`src/rtl/tl_rx_cpl_tag_tracker_if.sv`:
```
// ---------------------------------------------------------------------------
// tl_rx_cpl_tag_tracker_if
// Bundles the request, completion and status signals of the completion tag
// tracker.
//   master : the surrounding logic (drives configuration, TX requests and
//            RX completion headers; observes the tracker results)
//   slave  : the tracker itself
// Signals:
//   cfg_req_id, uc_en                         configuration
//   tx_req_valid/tag/byte_cnt                 non-posted request issued
//   rx_cpl_valid, rx_req_id/tag, rx_cpl_*     received completion header
//   uc_error(_tag), alloc_error, cpl_done(_tag), outstanding_cnt,
//   cpl_timeout(_tag)                         registered tracker results
// ---------------------------------------------------------------------------
interface tl_rx_cpl_tag_tracker_if #(
  parameter int unsigned REQUESTER_ID_WIDTH  = 16,
  parameter int unsigned REQUESTER_TAG_WIDTH = 10,
  parameter int unsigned NUM_TAGS            = 32,
  parameter int unsigned BYTE_COUNT_WIDTH    = 13
);
  localparam int unsigned CNT_W = $clog2(NUM_TAGS + 1);

  logic [REQUESTER_ID_WIDTH-1:0]  cfg_req_id;
  logic                           uc_en;
  logic                           tx_req_valid;
  logic [REQUESTER_TAG_WIDTH-1:0] tx_req_tag;
  logic [BYTE_COUNT_WIDTH-1:0]    tx_req_byte_cnt;
  logic                           rx_cpl_valid;
  logic [REQUESTER_ID_WIDTH-1:0]  rx_req_id;
  logic [REQUESTER_TAG_WIDTH-1:0] rx_req_tag;
  logic [2:0]                     rx_cpl_status;
  logic [BYTE_COUNT_WIDTH-1:0]    rx_cpl_byte_cnt;
  logic [BYTE_COUNT_WIDTH-1:0]    rx_cpl_payload_bytes;
  logic                           uc_error;
  logic [REQUESTER_TAG_WIDTH-1:0] uc_error_tag;
  logic                           alloc_error;
  logic                           cpl_done;
  logic [REQUESTER_TAG_WIDTH-1:0] cpl_done_tag;
  logic [CNT_W-1:0]               outstanding_cnt;
  logic                           cpl_timeout;
  logic [REQUESTER_TAG_WIDTH-1:0] cpl_timeout_tag;

  modport master (
    output cfg_req_id, uc_en, tx_req_valid, tx_req_tag, tx_req_byte_cnt,
           rx_cpl_valid, rx_req_id, rx_req_tag, rx_cpl_status,
           rx_cpl_byte_cnt, rx_cpl_payload_bytes,
    input  uc_error, uc_error_tag, alloc_error, cpl_done, cpl_done_tag,
           outstanding_cnt, cpl_timeout, cpl_timeout_tag
  );

  modport slave (
    input  cfg_req_id, uc_en, tx_req_valid, tx_req_tag, tx_req_byte_cnt,
           rx_cpl_valid, rx_req_id, rx_req_tag, rx_cpl_status,
           rx_cpl_byte_cnt, rx_cpl_payload_bytes,
    output uc_error, uc_error_tag, alloc_error, cpl_done, cpl_done_tag,
           outstanding_cnt, cpl_timeout, cpl_timeout_tag
  );
endinterface

```
`src/rtl/tl_rx_cpl_tag_tracker.sv`:
```
// ---------------------------------------------------------------------------
// tl_rx_cpl_tag_tracker
// Outstanding non-posted request tracker. Every tag issued by TX is recorded
// with its expected byte count; received completions are matched against the
// table, final/error completions retire the tag, and unexpected completions
// and illegal allocations are flagged. All results are registered pulses that
// appear the cycle after the triggering input.
//
// Ports:
//   i_clk    clock
//   i_rst_n  asynchronous active-low reset (drops all outstanding tags)
//   bus      tl_rx_cpl_tag_tracker_if.slave (requests, completions, results)
//
// Optional feature macro: TL_RX_CPL_TIMEOUT_EN
//   When defined, a prescaler ticks every TICK_DIV cycles and a per-tag age
//   counter (TIMEOUT_WIDTH bits) retires stale tags through cpl_timeout.
//   When undefined, cpl_timeout and cpl_timeout_tag are tied to zero.
// ---------------------------------------------------------------------------
module tl_rx_cpl_tag_tracker #(
  parameter int unsigned REQUESTER_ID_WIDTH  = 16,
  parameter int unsigned REQUESTER_TAG_WIDTH = 10,
  parameter int unsigned NUM_TAGS            = 32,
  parameter int unsigned BYTE_COUNT_WIDTH    = 13,
  parameter int unsigned TIMEOUT_WIDTH       = 8,
  parameter int unsigned TICK_DIV            = 1024
) (
  input  logic                         i_clk,
  input  logic                         i_rst_n,
  tl_rx_cpl_tag_tracker_if.slave       bus
);
  localparam int unsigned TAG_W = REQUESTER_TAG_WIDTH;
  localparam int unsigned BC_W  = BYTE_COUNT_WIDTH;
  localparam int unsigned IDX_W = (NUM_TAGS > 1) ? $clog2(NUM_TAGS) : 1;
  localparam int unsigned CNT_W = $clog2(NUM_TAGS + 1);
  localparam int          NT    = int'(NUM_TAGS);
  // One extra bit so NUM_TAGS == 2^TAG_W still compares correctly.
  localparam logic [TAG_W:0] NUM_TAGS_EXT = (TAG_W + 1)'(NUM_TAGS);
  localparam logic [2:0]     STATUS_SC    = 3'b000;

  if (NUM_TAGS < 1 || NUM_TAGS > (1 << REQUESTER_TAG_WIDTH) ||
      TIMEOUT_WIDTH < 1 || TICK_DIV < 1) begin : g_bad_cfg
    $error("tl_rx_cpl_tag_tracker: illegal parameter combination");
  end

  // Tag table and registered outputs
  logic [NUM_TAGS-1:0] r_busy;
  logic [BC_W-1:0]     r_remaining [NUM_TAGS];
  logic                r_uc_error;
  logic [TAG_W-1:0]    r_uc_error_tag;
  logic                r_alloc_error;
  logic                r_cpl_done;
  logic [TAG_W-1:0]    r_cpl_done_tag;
  logic [CNT_W-1:0]    r_outstanding_cnt;
  logic                r_cpl_timeout;
  logic [TAG_W-1:0]    r_cpl_timeout_tag;

  // Decode
  logic             w_cpl_in_range;
  logic [IDX_W-1:0] w_cpl_idx;
  logic             w_cpl_busy;
  logic [BC_W-1:0]  w_cpl_rem;
  logic             w_cpl_sc;
  logic             w_cpl_match;
  logic             w_cpl_retire;
  logic             w_cpl_partial;
  logic             w_uc;
  logic             w_alloc_in_range;
  logic [IDX_W-1:0] w_alloc_idx;
  logic             w_alloc_legal;
  logic             w_to_retire;
  logic [IDX_W-1:0] w_to_idx;

  // Completion matching against the pre-edge table state
  always_comb begin
    w_cpl_in_range = ({1'b0, bus.rx_req_tag} < NUM_TAGS_EXT);
    w_cpl_idx      = bus.rx_req_tag[IDX_W-1:0];
    w_cpl_busy     = w_cpl_in_range && r_busy[w_cpl_idx];
    w_cpl_rem      = r_remaining[w_cpl_idx];
    w_cpl_sc       = (bus.rx_cpl_status == STATUS_SC);
    w_cpl_match    = bus.rx_cpl_valid && (bus.rx_req_id == bus.cfg_req_id) &&
                     w_cpl_busy && (!w_cpl_sc || (bus.rx_cpl_byte_cnt == w_cpl_rem));
    // Error status always retires; SC retires once the payload covers the rest.
    w_cpl_retire   = w_cpl_match && (!w_cpl_sc || (bus.rx_cpl_payload_bytes >= w_cpl_rem));
    w_cpl_partial  = w_cpl_match && !w_cpl_retire;
    w_uc           = bus.rx_cpl_valid && !w_cpl_match && bus.uc_en;
  end

  // Allocation legality; a tag retiring this cycle may be reissued at once
  always_comb begin
    w_alloc_in_range = ({1'b0, bus.tx_req_tag} < NUM_TAGS_EXT);
    w_alloc_idx      = bus.tx_req_tag[IDX_W-1:0];
    w_alloc_legal    = bus.tx_req_valid && w_alloc_in_range &&
                       (!r_busy[w_alloc_idx] ||
                        (w_cpl_retire && (w_cpl_idx == w_alloc_idx)) ||
                        (w_to_retire && (w_to_idx == w_alloc_idx)));
  end

`ifdef TL_RX_CPL_TIMEOUT_EN
  localparam int unsigned PRESC_W = (TICK_DIV > 1) ? $clog2(TICK_DIV) : 1;
  localparam logic [PRESC_W-1:0] PRESC_LAST = PRESC_W'(TICK_DIV - 1);
  localparam logic [TIMEOUT_WIDTH-1:0] AGE_MAX = {TIMEOUT_WIDTH{1'b1}};

  logic [PRESC_W-1:0]       r_presc;
  logic [TIMEOUT_WIDTH-1:0] r_age [NUM_TAGS];
  logic                     w_tick;
  logic [NUM_TAGS-1:0]      w_to_cand;

  assign w_tick = (r_presc == PRESC_LAST);

  // Timeout candidates; a tag hit by a matched completion is left to the completion
  always_comb begin
    w_to_cand = {NUM_TAGS{1'b0}};
    for (int i = 0; i < NT; i++) begin
      w_to_cand[i] = r_busy[i] && (r_age[i] == AGE_MAX) &&
                     !(w_cpl_match && (w_cpl_idx == IDX_W'(i)));
    end
  end

  // Lowest-index timed-out tag wins
  always_comb begin
    w_to_retire = 1'b0;
    w_to_idx    = {IDX_W{1'b0}};
    for (int i = NT - 1; i >= 0; i--) begin
      if (w_to_cand[i]) begin
        w_to_retire = 1'b1;
        w_to_idx    = IDX_W'(i);
      end else begin
        w_to_idx    = w_to_idx;
      end
    end
  end

  // Age tick prescaler
  always_ff @(posedge i_clk or negedge i_rst_n) begin
    if (!i_rst_n) begin
      r_presc <= {PRESC_W{1'b0}};
    end else if (w_tick) begin
      r_presc <= {PRESC_W{1'b0}};
    end else begin
      r_presc <= r_presc + PRESC_W'(1);
    end
  end

  // Per-tag saturating age counters
  always_ff @(posedge i_clk or negedge i_rst_n) begin
    if (!i_rst_n) begin
      for (int i = 0; i < NT; i++) r_age[i] <= {TIMEOUT_WIDTH{1'b0}};
    end else begin
      for (int i = 0; i < NT; i++) begin
        if ((w_alloc_legal && (w_alloc_idx == IDX_W'(i))) ||
            (w_cpl_match && (w_cpl_idx == IDX_W'(i))) ||
            (w_to_retire && (w_to_idx == IDX_W'(i))) ||
            !r_busy[i]) begin
          r_age[i] <= {TIMEOUT_WIDTH{1'b0}};
        end else if (w_tick && (r_age[i] != AGE_MAX)) begin
          r_age[i] <= r_age[i] + TIMEOUT_WIDTH'(1);
        end
      end
    end
  end
`else
  assign w_to_retire = 1'b0;
  assign w_to_idx    = {IDX_W{1'b0}};
`endif

  // Tag table, outstanding count and registered result pulses
  always_ff @(posedge i_clk or negedge i_rst_n) begin
    if (!i_rst_n) begin
      r_busy            <= {NUM_TAGS{1'b0}};
      for (int i = 0; i < NT; i++) r_remaining[i] <= {BC_W{1'b0}};
      r_uc_error        <= 1'b0;
      r_uc_error_tag    <= {TAG_W{1'b0}};
      r_alloc_error     <= 1'b0;
      r_cpl_done        <= 1'b0;
      r_cpl_done_tag    <= {TAG_W{1'b0}};
      r_outstanding_cnt <= {CNT_W{1'b0}};
      r_cpl_timeout     <= 1'b0;
      r_cpl_timeout_tag <= {TAG_W{1'b0}};
    end else begin
      r_uc_error    <= w_uc;
      r_alloc_error <= bus.tx_req_valid && !w_alloc_legal;
      r_cpl_done    <= w_cpl_retire;
      r_cpl_timeout <= w_to_retire;
      if (w_uc)         r_uc_error_tag    <= bus.rx_req_tag;
      if (w_cpl_retire) r_cpl_done_tag    <= bus.rx_req_tag;
      if (w_to_retire)  r_cpl_timeout_tag <= TAG_W'(w_to_idx);

      if (w_cpl_retire) begin
        r_busy[w_cpl_idx] <= 1'b0;
      end else if (w_cpl_partial) begin
        r_remaining[w_cpl_idx] <= w_cpl_rem - bus.rx_cpl_payload_bytes;
      end
      if (w_to_retire) r_busy[w_to_idx] <= 1'b0;
      // Allocation is applied last so a same-cycle reissue of a retiring tag sticks.
      if (w_alloc_legal) begin
        r_busy[w_alloc_idx]      <= 1'b1;
        r_remaining[w_alloc_idx] <= bus.tx_req_byte_cnt;
      end

      r_outstanding_cnt <= r_outstanding_cnt + CNT_W'(w_alloc_legal)
                           - CNT_W'(w_cpl_retire) - CNT_W'(w_to_retire);
    end
  end

  assign bus.uc_error        = r_uc_error;
  assign bus.uc_error_tag    = r_uc_error_tag;
  assign bus.alloc_error     = r_alloc_error;
  assign bus.cpl_done        = r_cpl_done;
  assign bus.cpl_done_tag    = r_cpl_done_tag;
  assign bus.outstanding_cnt = r_outstanding_cnt;
  assign bus.cpl_timeout     = r_cpl_timeout;
  assign bus.cpl_timeout_tag = r_cpl_timeout_tag;
endmodule
```
`src/flat_wrapper.sv`:
```
// flat-port wrapper written by rule: the top's interface ports become plain ports
module tl_rx_cpl_tag_tracker_flat 
#(
  parameter int unsigned REQUESTER_ID_WIDTH  = 16,
  parameter int unsigned REQUESTER_TAG_WIDTH = 10,
  parameter int unsigned NUM_TAGS            = 32,
  parameter int unsigned BYTE_COUNT_WIDTH    = 13,
  parameter int unsigned TIMEOUT_WIDTH       = 8,
  parameter int unsigned TICK_DIV            = 1024
)
  (i_clk, i_rst_n, bus_cfg_req_id, bus_uc_en, bus_tx_req_valid, bus_tx_req_tag, bus_tx_req_byte_cnt, bus_rx_cpl_valid, bus_rx_req_id, bus_rx_req_tag, bus_rx_cpl_status, bus_rx_cpl_byte_cnt, bus_rx_cpl_payload_bytes, bus_uc_error, bus_uc_error_tag, bus_alloc_error, bus_cpl_done, bus_cpl_done_tag, bus_outstanding_cnt, bus_cpl_timeout, bus_cpl_timeout_tag);
  tl_rx_cpl_tag_tracker_if #(.REQUESTER_ID_WIDTH(REQUESTER_ID_WIDTH), .REQUESTER_TAG_WIDTH(REQUESTER_TAG_WIDTH), .NUM_TAGS(NUM_TAGS), .BYTE_COUNT_WIDTH(BYTE_COUNT_WIDTH)) bus_i ();
  input  logic i_clk;
  input  logic i_rst_n;
  input wire logic [$bits(bus_i.cfg_req_id)-1:0] bus_cfg_req_id;
  input wire logic [$bits(bus_i.uc_en)-1:0] bus_uc_en;
  input wire logic [$bits(bus_i.tx_req_valid)-1:0] bus_tx_req_valid;
  input wire logic [$bits(bus_i.tx_req_tag)-1:0] bus_tx_req_tag;
  input wire logic [$bits(bus_i.tx_req_byte_cnt)-1:0] bus_tx_req_byte_cnt;
  input wire logic [$bits(bus_i.rx_cpl_valid)-1:0] bus_rx_cpl_valid;
  input wire logic [$bits(bus_i.rx_req_id)-1:0] bus_rx_req_id;
  input wire logic [$bits(bus_i.rx_req_tag)-1:0] bus_rx_req_tag;
  input wire logic [$bits(bus_i.rx_cpl_status)-1:0] bus_rx_cpl_status;
  input wire logic [$bits(bus_i.rx_cpl_byte_cnt)-1:0] bus_rx_cpl_byte_cnt;
  input wire logic [$bits(bus_i.rx_cpl_payload_bytes)-1:0] bus_rx_cpl_payload_bytes;
  output wire logic [$bits(bus_i.uc_error)-1:0] bus_uc_error;
  output wire logic [$bits(bus_i.uc_error_tag)-1:0] bus_uc_error_tag;
  output wire logic [$bits(bus_i.alloc_error)-1:0] bus_alloc_error;
  output wire logic [$bits(bus_i.cpl_done)-1:0] bus_cpl_done;
  output wire logic [$bits(bus_i.cpl_done_tag)-1:0] bus_cpl_done_tag;
  output wire logic [$bits(bus_i.outstanding_cnt)-1:0] bus_outstanding_cnt;
  output wire logic [$bits(bus_i.cpl_timeout)-1:0] bus_cpl_timeout;
  output wire logic [$bits(bus_i.cpl_timeout_tag)-1:0] bus_cpl_timeout_tag;
  assign bus_i.cfg_req_id = bus_cfg_req_id;
  assign bus_i.uc_en = bus_uc_en;
  assign bus_i.tx_req_valid = bus_tx_req_valid;
  assign bus_i.tx_req_tag = bus_tx_req_tag;
  assign bus_i.tx_req_byte_cnt = bus_tx_req_byte_cnt;
  assign bus_i.rx_cpl_valid = bus_rx_cpl_valid;
  assign bus_i.rx_req_id = bus_rx_req_id;
  assign bus_i.rx_req_tag = bus_rx_req_tag;
  assign bus_i.rx_cpl_status = bus_rx_cpl_status;
  assign bus_i.rx_cpl_byte_cnt = bus_rx_cpl_byte_cnt;
  assign bus_i.rx_cpl_payload_bytes = bus_rx_cpl_payload_bytes;
  assign bus_uc_error = bus_i.uc_error;
  assign bus_uc_error_tag = bus_i.uc_error_tag;
  assign bus_alloc_error = bus_i.alloc_error;
  assign bus_cpl_done = bus_i.cpl_done;
  assign bus_cpl_done_tag = bus_i.cpl_done_tag;
  assign bus_outstanding_cnt = bus_i.outstanding_cnt;
  assign bus_cpl_timeout = bus_i.cpl_timeout;
  assign bus_cpl_timeout_tag = bus_i.cpl_timeout_tag;
  tl_rx_cpl_tag_tracker #(.REQUESTER_ID_WIDTH(REQUESTER_ID_WIDTH), .REQUESTER_TAG_WIDTH(REQUESTER_TAG_WIDTH), .NUM_TAGS(NUM_TAGS), .BYTE_COUNT_WIDTH(BYTE_COUNT_WIDTH), .TIMEOUT_WIDTH(TIMEOUT_WIDTH), .TICK_DIV(TICK_DIV)) u_core (.i_clk(i_clk), .i_rst_n(i_rst_n), .bus(bus_i));
endmodule
```
`config.mk`:
```
export PLATFORM = sky130hd
export DESIGN_NAME = tl_rx_cpl_tag_tracker_flat
export DESIGN_NICKNAME = d
export VERILOG_FILES = /design/src/rtl/tl_rx_cpl_tag_tracker_if.sv /design/src/rtl/tl_rx_cpl_tag_tracker.sv /design/src/flat_wrapper.sv
export SDC_FILE = /design/constraint.sdc
export NUM_CORES = 1
export LEC_CHECK = 0
export CAP_MARGIN = 20
export CORE_MARGIN = 1
export CORE_UTILIZATION = 55
export CTS_CLUSTER_SIZE = 24
export DETAILED_ROUTE_END_ITERATION = 7
export HOLD_SLACK_MARGIN = 0.15
export PLACE_DENSITY = 0.74
export SYNTH_ARGS = -nofsm -noshare
export SYNTH_HDL_FRONTEND = slang
export SYNTH_SLANG_ARGS = --single-unit
export TNS_END_PERCENT = 5
```
`constraint.sdc`:
```
create_clock -name i_clk -period 8 [get_ports i_clk]
set_input_delay 1.6 -clock i_clk [delete_from_list [all_inputs] [get_ports i_clk]]
set_output_delay 1.6 -clock i_clk [all_outputs]
set_load 0.005 [all_outputs]
```
# Word level (Yosys, flattened, before mapping)
# Cells that the tools add are included.
[totals]
register_bits = 477
latchBits = 0
mem_bits_rw = 0
mem_bits_ro = 0
input_bits = 99
out_inout_bits = 40
wordCells = 108
mem_count = 0
[op_classes]
n_addsub = 3
multipliers = 0
div_mod_pow = 0
order_cmp = 11
eq_ne = 3
shifts = 0
mux = 22
n_bitwise = 5
reduce_logical = 25
[op_table]
columns = ["cell", "n"]
rows = [
  ["two-way mux 416 bit", 3],
  ["bitwise mux 416 bit", 2],
  ["demux 13 bit (select 5 bit)", 2],
  ["binary-select mux 13 bit (select 5 bit)", 1],
  ["two-way mux 32 bit", 2],
  ["two-way mux 13 bit", 4],
  ["AND 32 bit", 1],
  ["inverter 32 bit", 1],
  ["bitwise OR 32 bit", 1],
  ["less-than comparator 10 x 6 -> 1 bit, second input constant", 2],
  ["equality test 16 bit", 1],
  ["logical AND 1 bit", 16],
  ["equality test 13 bit", 1],
  [">= comparator 13 bit", 1],
  ["subtractor 13 bit", 1],
  [">= comparator 6 bit, second input constant", 2],
  ["less-than comparator 5 x 6 -> 1 bit, second input constant", 2],
  ["less-than comparator 6 x 1 -> 1 bit, second input constant", 2],
  ["inverter 5 -> 6 bit", 2],
  ["binary-select mux 1 bit (select 5 bit)", 2],
  ["demux 1 bit (select 5 bit)", 2],
  [">= comparator 5 x 1 -> 1 bit, second input constant", 2],
  ["adder 6 x 1 -> 6 bit", 1],
  ["subtractor 6 x 1 -> 6 bit", 1],
  ["other kinds (5)", 14],
]

# Longest topological paths before layout
[depth]
word_depth = 14
mapped_depth = 26
depth_no_buf = 20

# Worst setup path before layout
# Ideal clock, no wire load.
[synth_timing]
path_kind = "input-to-reg"
from = "input port bus_rx_req_tag[1]"
to = "register u_core.r_outstanding_cnt[4], in the netlist u_core.bus.outstanding_cnt[4]"
setup_ps = 123
arrival_time_ps = 6010
required_time_ps = 7877
path_slack_ps = 1867
path_stages = 24
n_path_buf = 5
cell_sequence = "buf_2 buf_6 buf_6 buf_2 mux2i_1 o22ai_1 nor4_1 nand2_1 ha_1 a21o_1 a21oi_1 o21ai_0 o2111ai_1 nand2_1 or3_1 o31ai_4 buf_6 ha_1 inv_1 fa_1 inv_1 a21o_1 a21oi_1 xnor2_1"
[synth_via]
elab_chain_cells = 13
word_cells_on_any_way = 21
cone_classes = "add/sub (2); order compare (2); eq/ne (2); mux (5); bitwise (1); reduce/logical (9)"
[synth_lines]
columns = ["item", "line", "text"]
rows = [
  ["start: declaration", "flat_wrapper.sv:22", "input wire logic [$bits(bus_i.rx_req_tag)-1:0] bus_rx_req_tag;"],
  ["branches (longest 12 deep; another with >= comparator 13 bit)", "--", ""],
  ["subtractor 6 x 1 -> 6 bit *", "tl_rx_cpl_tag_tracker.sv:201", "- CNT_W'(w_cpl_retire) - CNT_W'(w_to_retire);"],
  ["end signal: assignment", "tl_rx_cpl_tag_tracker.sv:176", "r_outstanding_cnt <= {CNT_W{1'b0}};"],
  ["end signal: assignment", "tl_rx_cpl_tag_tracker.sv:200", "r_outstanding_cnt <= r_outstanding_cnt + CNT_W'(w_alloc_legal)"],
  ["end: declaration", "tl_rx_cpl_tag_tracker.sv:53", "logic [CNT_W-1:0] r_outstanding_cnt;"],
]
# Every way passes the cells marked *. The select of a mux whose other input is x is not followed.
# A chain may end at the register's enable or synchronous reset.

# Worst setup path after layout
[layout_timing]
from = "input port bus_rx_req_tag[3]"
to = "register u_core.r_remaining[71] (netlist name)"
[layout_via]
elab_chain_cells = 14
word_cells_on_any_way = 32
cone_classes = "add/sub (1); order compare (4); eq/ne (2); mux (12); bitwise (1); reduce/logical (12)"
[layout_lines]
columns = ["item", "line", "text"]
rows = [
  ["branches (longest 13 deep; another with >= comparator 13 bit)", "--", ""],
  ["two-way mux 416 bit *", "tl_rx_cpl_tag_tracker.sv:195", "if (w_alloc_legal) begin"],
  ["end signal: indexed assignment", "tl_rx_cpl_tag_tracker.sv:191", "r_remaining[w_cpl_idx] <= w_cpl_rem - bus.rx_cpl_payload_bytes;"],
  ["end signal: indexed assignment", "tl_rx_cpl_tag_tracker.sv:197", "r_remaining[w_alloc_idx] <= bus.tx_req_byte_cnt;"],
  ["end: declaration", "tl_rx_cpl_tag_tracker.sv:47", "logic [BC_W-1:0] r_remaining [NUM_TAGS];"],
]
# Marks and branches as above.

==> flow_metrics.tcl <==
set metrics [dict create \
    die_area_um2 55100 \
    synthCells 2481 \
    finalSetupViolations 0 \
    antenna_found_initial 3 \
    criticalPathCategory "in -> reg" \
    synth_area_um2 29800 \
    pwr-share-clk_pct 42.8 \
    synth_edf_count 0 \
    die_width_um 235 \
    overflow 0 \
    synth_ff_type "dfrtp_1" \
    slew_violations 0 \
    grt_pass1_vias 22252 \
    ys_ff_latch 477 \
    power_frac_seq_pct 43.7 \
    max_clock_freq_ghz 0.140 \
    grt_pass1_wl_um 154000 \
    postSynth.asyncResetShare_pct 100 \
    clkTransAtPathRegs_ns 0.06 \
    leakage_uw 0.0167 \
    fillers 4125 \
    vias 22049 \
    numCtsBuffers 53 \
    synth.distinct_cells 63 \
    yosys.area_share.simple_pct 8.51 \
    swShare_pct 27.0 \
    ctsHoldBuffers 0 \
    area_growth_pct 13.2 \
    synth_xor_area_share_pct 1.15 \
    drt_pass1_iterations 5 \
    clock_skew_ns 0.0367 \
    drtIter0Drc 2437 \
    root_buffer "clkbuf_16" \
    critPathMaxFanout 19 \
    finalSetupTns_ns 0 \
    startpoint_type "input pin" \
    synth_top_cell_by_area "dfrtp_1" \
    hold_violations 0 \
    cts_tree "done" \
    post_cts_buffers 0 \
    critPathArrivalTime_ns 7.64 \
    drt-total-wl_um 105000 \
    clockBufferDepth 3 \
    antenna_cells 0 \
    synth_area_leaders "dfrtp_1 40%, mux2_2 20%, mux2i_1 9.7%" \
    maxSlewHeadroom_pct 24.7 \
    ant_nets 0 \
    die_h_um 235 \
    synth-compound-area-share_pct 4.07 \
    via_per_inst 6.70 \
    start_util_pct 56.2 \
    drv_cap 0 \
    required_ns 8.49 \
    powerDensity_nw_per_um2 170 \
    timing.final.crit_share_pct 89.4 \
    p_sw_uw 1540 \
    internal_power_uw 4170 \
    synthAdderAreaFrac_pct 0.933 \
    routedWlPerCell_um 31.8 \
    post-place-ws_ns 0.545 \
    portBuffers 127 \
    cts.sinks 477 \
    synth_top_family_by_area "multiplexers" \
    drc 0 \
    avgSynthCellArea_um2 12.0 \
    gp_congestion 1.15 \
    synth-seq-area-share_pct 40.1 \
    rsz0062_at_grt "no" \
    num_rows 84 \
    status "completed" \
    worst_hold_path_type "reg -> reg" \
    cts_max_level 2 \
    grtUsageTotal_pct 37.9 \
    grt_max_degree 156 \
    finalCriticalPeriod_ns 7.15 \
    cts_resized 0 \
    fin_ws_ns 0.846 \
    synth_warnings 0 \
    core_um2 53000 \
    io_pins 139 \
    clock_latency_ns 0.63 \
    nNetsFinal 2681 \
    drive_above_1_share_pct 32.7 \
    pwr-share-comb_pct 13.5 \
    synthMuxAreaShare_pct 39.9 \
    ir_drop_v 0.000187 \
    dp_hpwl_um 73100 \
    crit_path_end_kind "register" \
    worstMarginPinSlew_ns 1.13 \
    synth_top_area_share_pct 40.1 \
]
synthesized netlist by cell type (all sizes together) (8+ instances only):
cell type	instances
a21o	9
a21oi	22
and2	12
and3	15
buf	144
clkbuf	107
dfrtp	477
ha	19
inv	92
mux2	784
mux2i	288
mux4	8
nand2	84
nand3	65
nand4	8
nor2	13
nor2b	8
nor4	74
o21ai	37
o22ai	112
xnor2	19
xor2	20
metal layers:
layer | routed length, um | global-route usage [%] | up-vias
met5 | 110 | 0.952 | -
met4 | 6470 | 21.1 | 8
met3 | 10000 | 9.28 | 297
met2 | 46300 | 57.8 | 1160
met1 | 41800 | 49.5 | 11411
li1 | - | - | 9173
flip-flops by register name, indices dropped and copies added (netlist names):
name and count:
u_core.bus.alloc_error 1, u_core.bus.outstanding_cnt 6, u_core.bus.uc_error_tag 10, u_core.bus.uc_error 1
u_core.bus.cpl_done_tag 10, u_core.r_remaining 416, u_core.bus.cpl_done 1, u_core.r_busy 32
path summary, 6_finish.rpt:
kind,from,end,slack (ns),depth (start not counted)
max in group asynchronous,i_rst_n,u_core.r_remaining[60],5.35,2
worst min register to register,u_core.bus.cpl_done_tag[7],u_core.bus.cpl_done_tag[7],0.48,1
worst max-delay path,bus_rx_req_tag[3],u_core.r_remaining[71],0.85,21
worst max register to register,u_core.r_remaining[328],u_core.r_remaining[217],2.42,16
min in group asynchronous,i_rst_n,u_core.bus.cpl_done_tag[5],1.01,1
worst min-delay path,u_core.bus.cpl_done_tag[7],u_core.bus.cpl_done_tag[7],0.48,1
worst max-delay path, stage by stage:
cell and delay (ns):
clkdlybuf4s50_1 0.69, buf_4 0.32, buf_4 0.16, nand4bb_1 0.24, buf_4 0.23, o22ai_1 0.18
nor4_1 0.46, nand2_1 0.25, ha_1 0.36, nor2b_1 0.21, o2111ai_1 0.17, a211oi_1 0.36
o2111ai_1 0.19, nand2_1 0.23, buf_4 0.26, buf_4 0.27, nand3_1 0.14, nor4_4 0.29
buf_4 0.32, mux2_2 0.37, mux2_1 0.31
cell families after synthesis:
group,count (synthesis)
xor gates and xnor gates,39
buffers and inverters,343
other,1
AOI/OAI and AO/OA,197
DFF,477
adders and majority gates,21
muxes,1080
and+or+nand+nor,323
metrics by stage:
step / instances / hold slack, ns / util [%] / instance area [um^2] / power [uW]
2_1_floorplan: 2491 / 0.478 / - / 29800 / 2920
3_3_place_gp: 3193 / 0.471 / 60.3 / 32000 / 3280
3_5_place_dp: 3193 / 0.470 / 60.3 / 32000 / 3300
4_1_cts: 3289 / 0.489 / 63.6 / 33700 / 5730
5_1_grt: 3290 / 0.506 / 63.6 / 33700 / 5880
6_report: 3290 / 0.483 / 63.6 / 33700 / 5720
layout make-up:
cell class / instances / area (um^2) / area share, %
multi-input combinational: 1671 / 16400 / 48.7
sequential: 477 / 11900 / 35.4
timing repair buffer: 266 / 2410 / 7.14
clock buffer: 82 / 1630 / 4.83
tap: 688 / 861 / 2.55
inverter: 92 / 345 / 1.02
clock inverter: 14 / 106 / 0.316
power groups by stage:
stage	clock network (uW)	logic (uW)	registers [uW]
after global routing	2570	807	2510
after detailed placement	0	752	2540
final	2450	770	2500
after global placement	0	735	2540
after CTS	2470	757	2500
after floorplan	0	380	2540
cells in the final DEF (no fill, tap or decap), types with 20 or more instances in the layout:
| cell | instances |
|---|---|
| buf_4 | 129 |
| nand2_1 | 84 |
| mux2_2 | 531 |
| inv_1 | 92 |
| mux2_1 | 253 |
| clkbuf_16 | 55 |
| a21oi_1 | 22 |
| clkdlybuf4s50_1 | 119 |
| nand3_1 | 37 |
| nand3_4 | 20 |
| nor4_4 | 29 |
| o22ai_1 | 112 |
| mux2i_1 | 288 |
| nor4_1 | 40 |
| dfrtp_1 | 477 |
| o21ai_0 | 36 |
No activity file was read; power rests on OpenSTA's default activity.
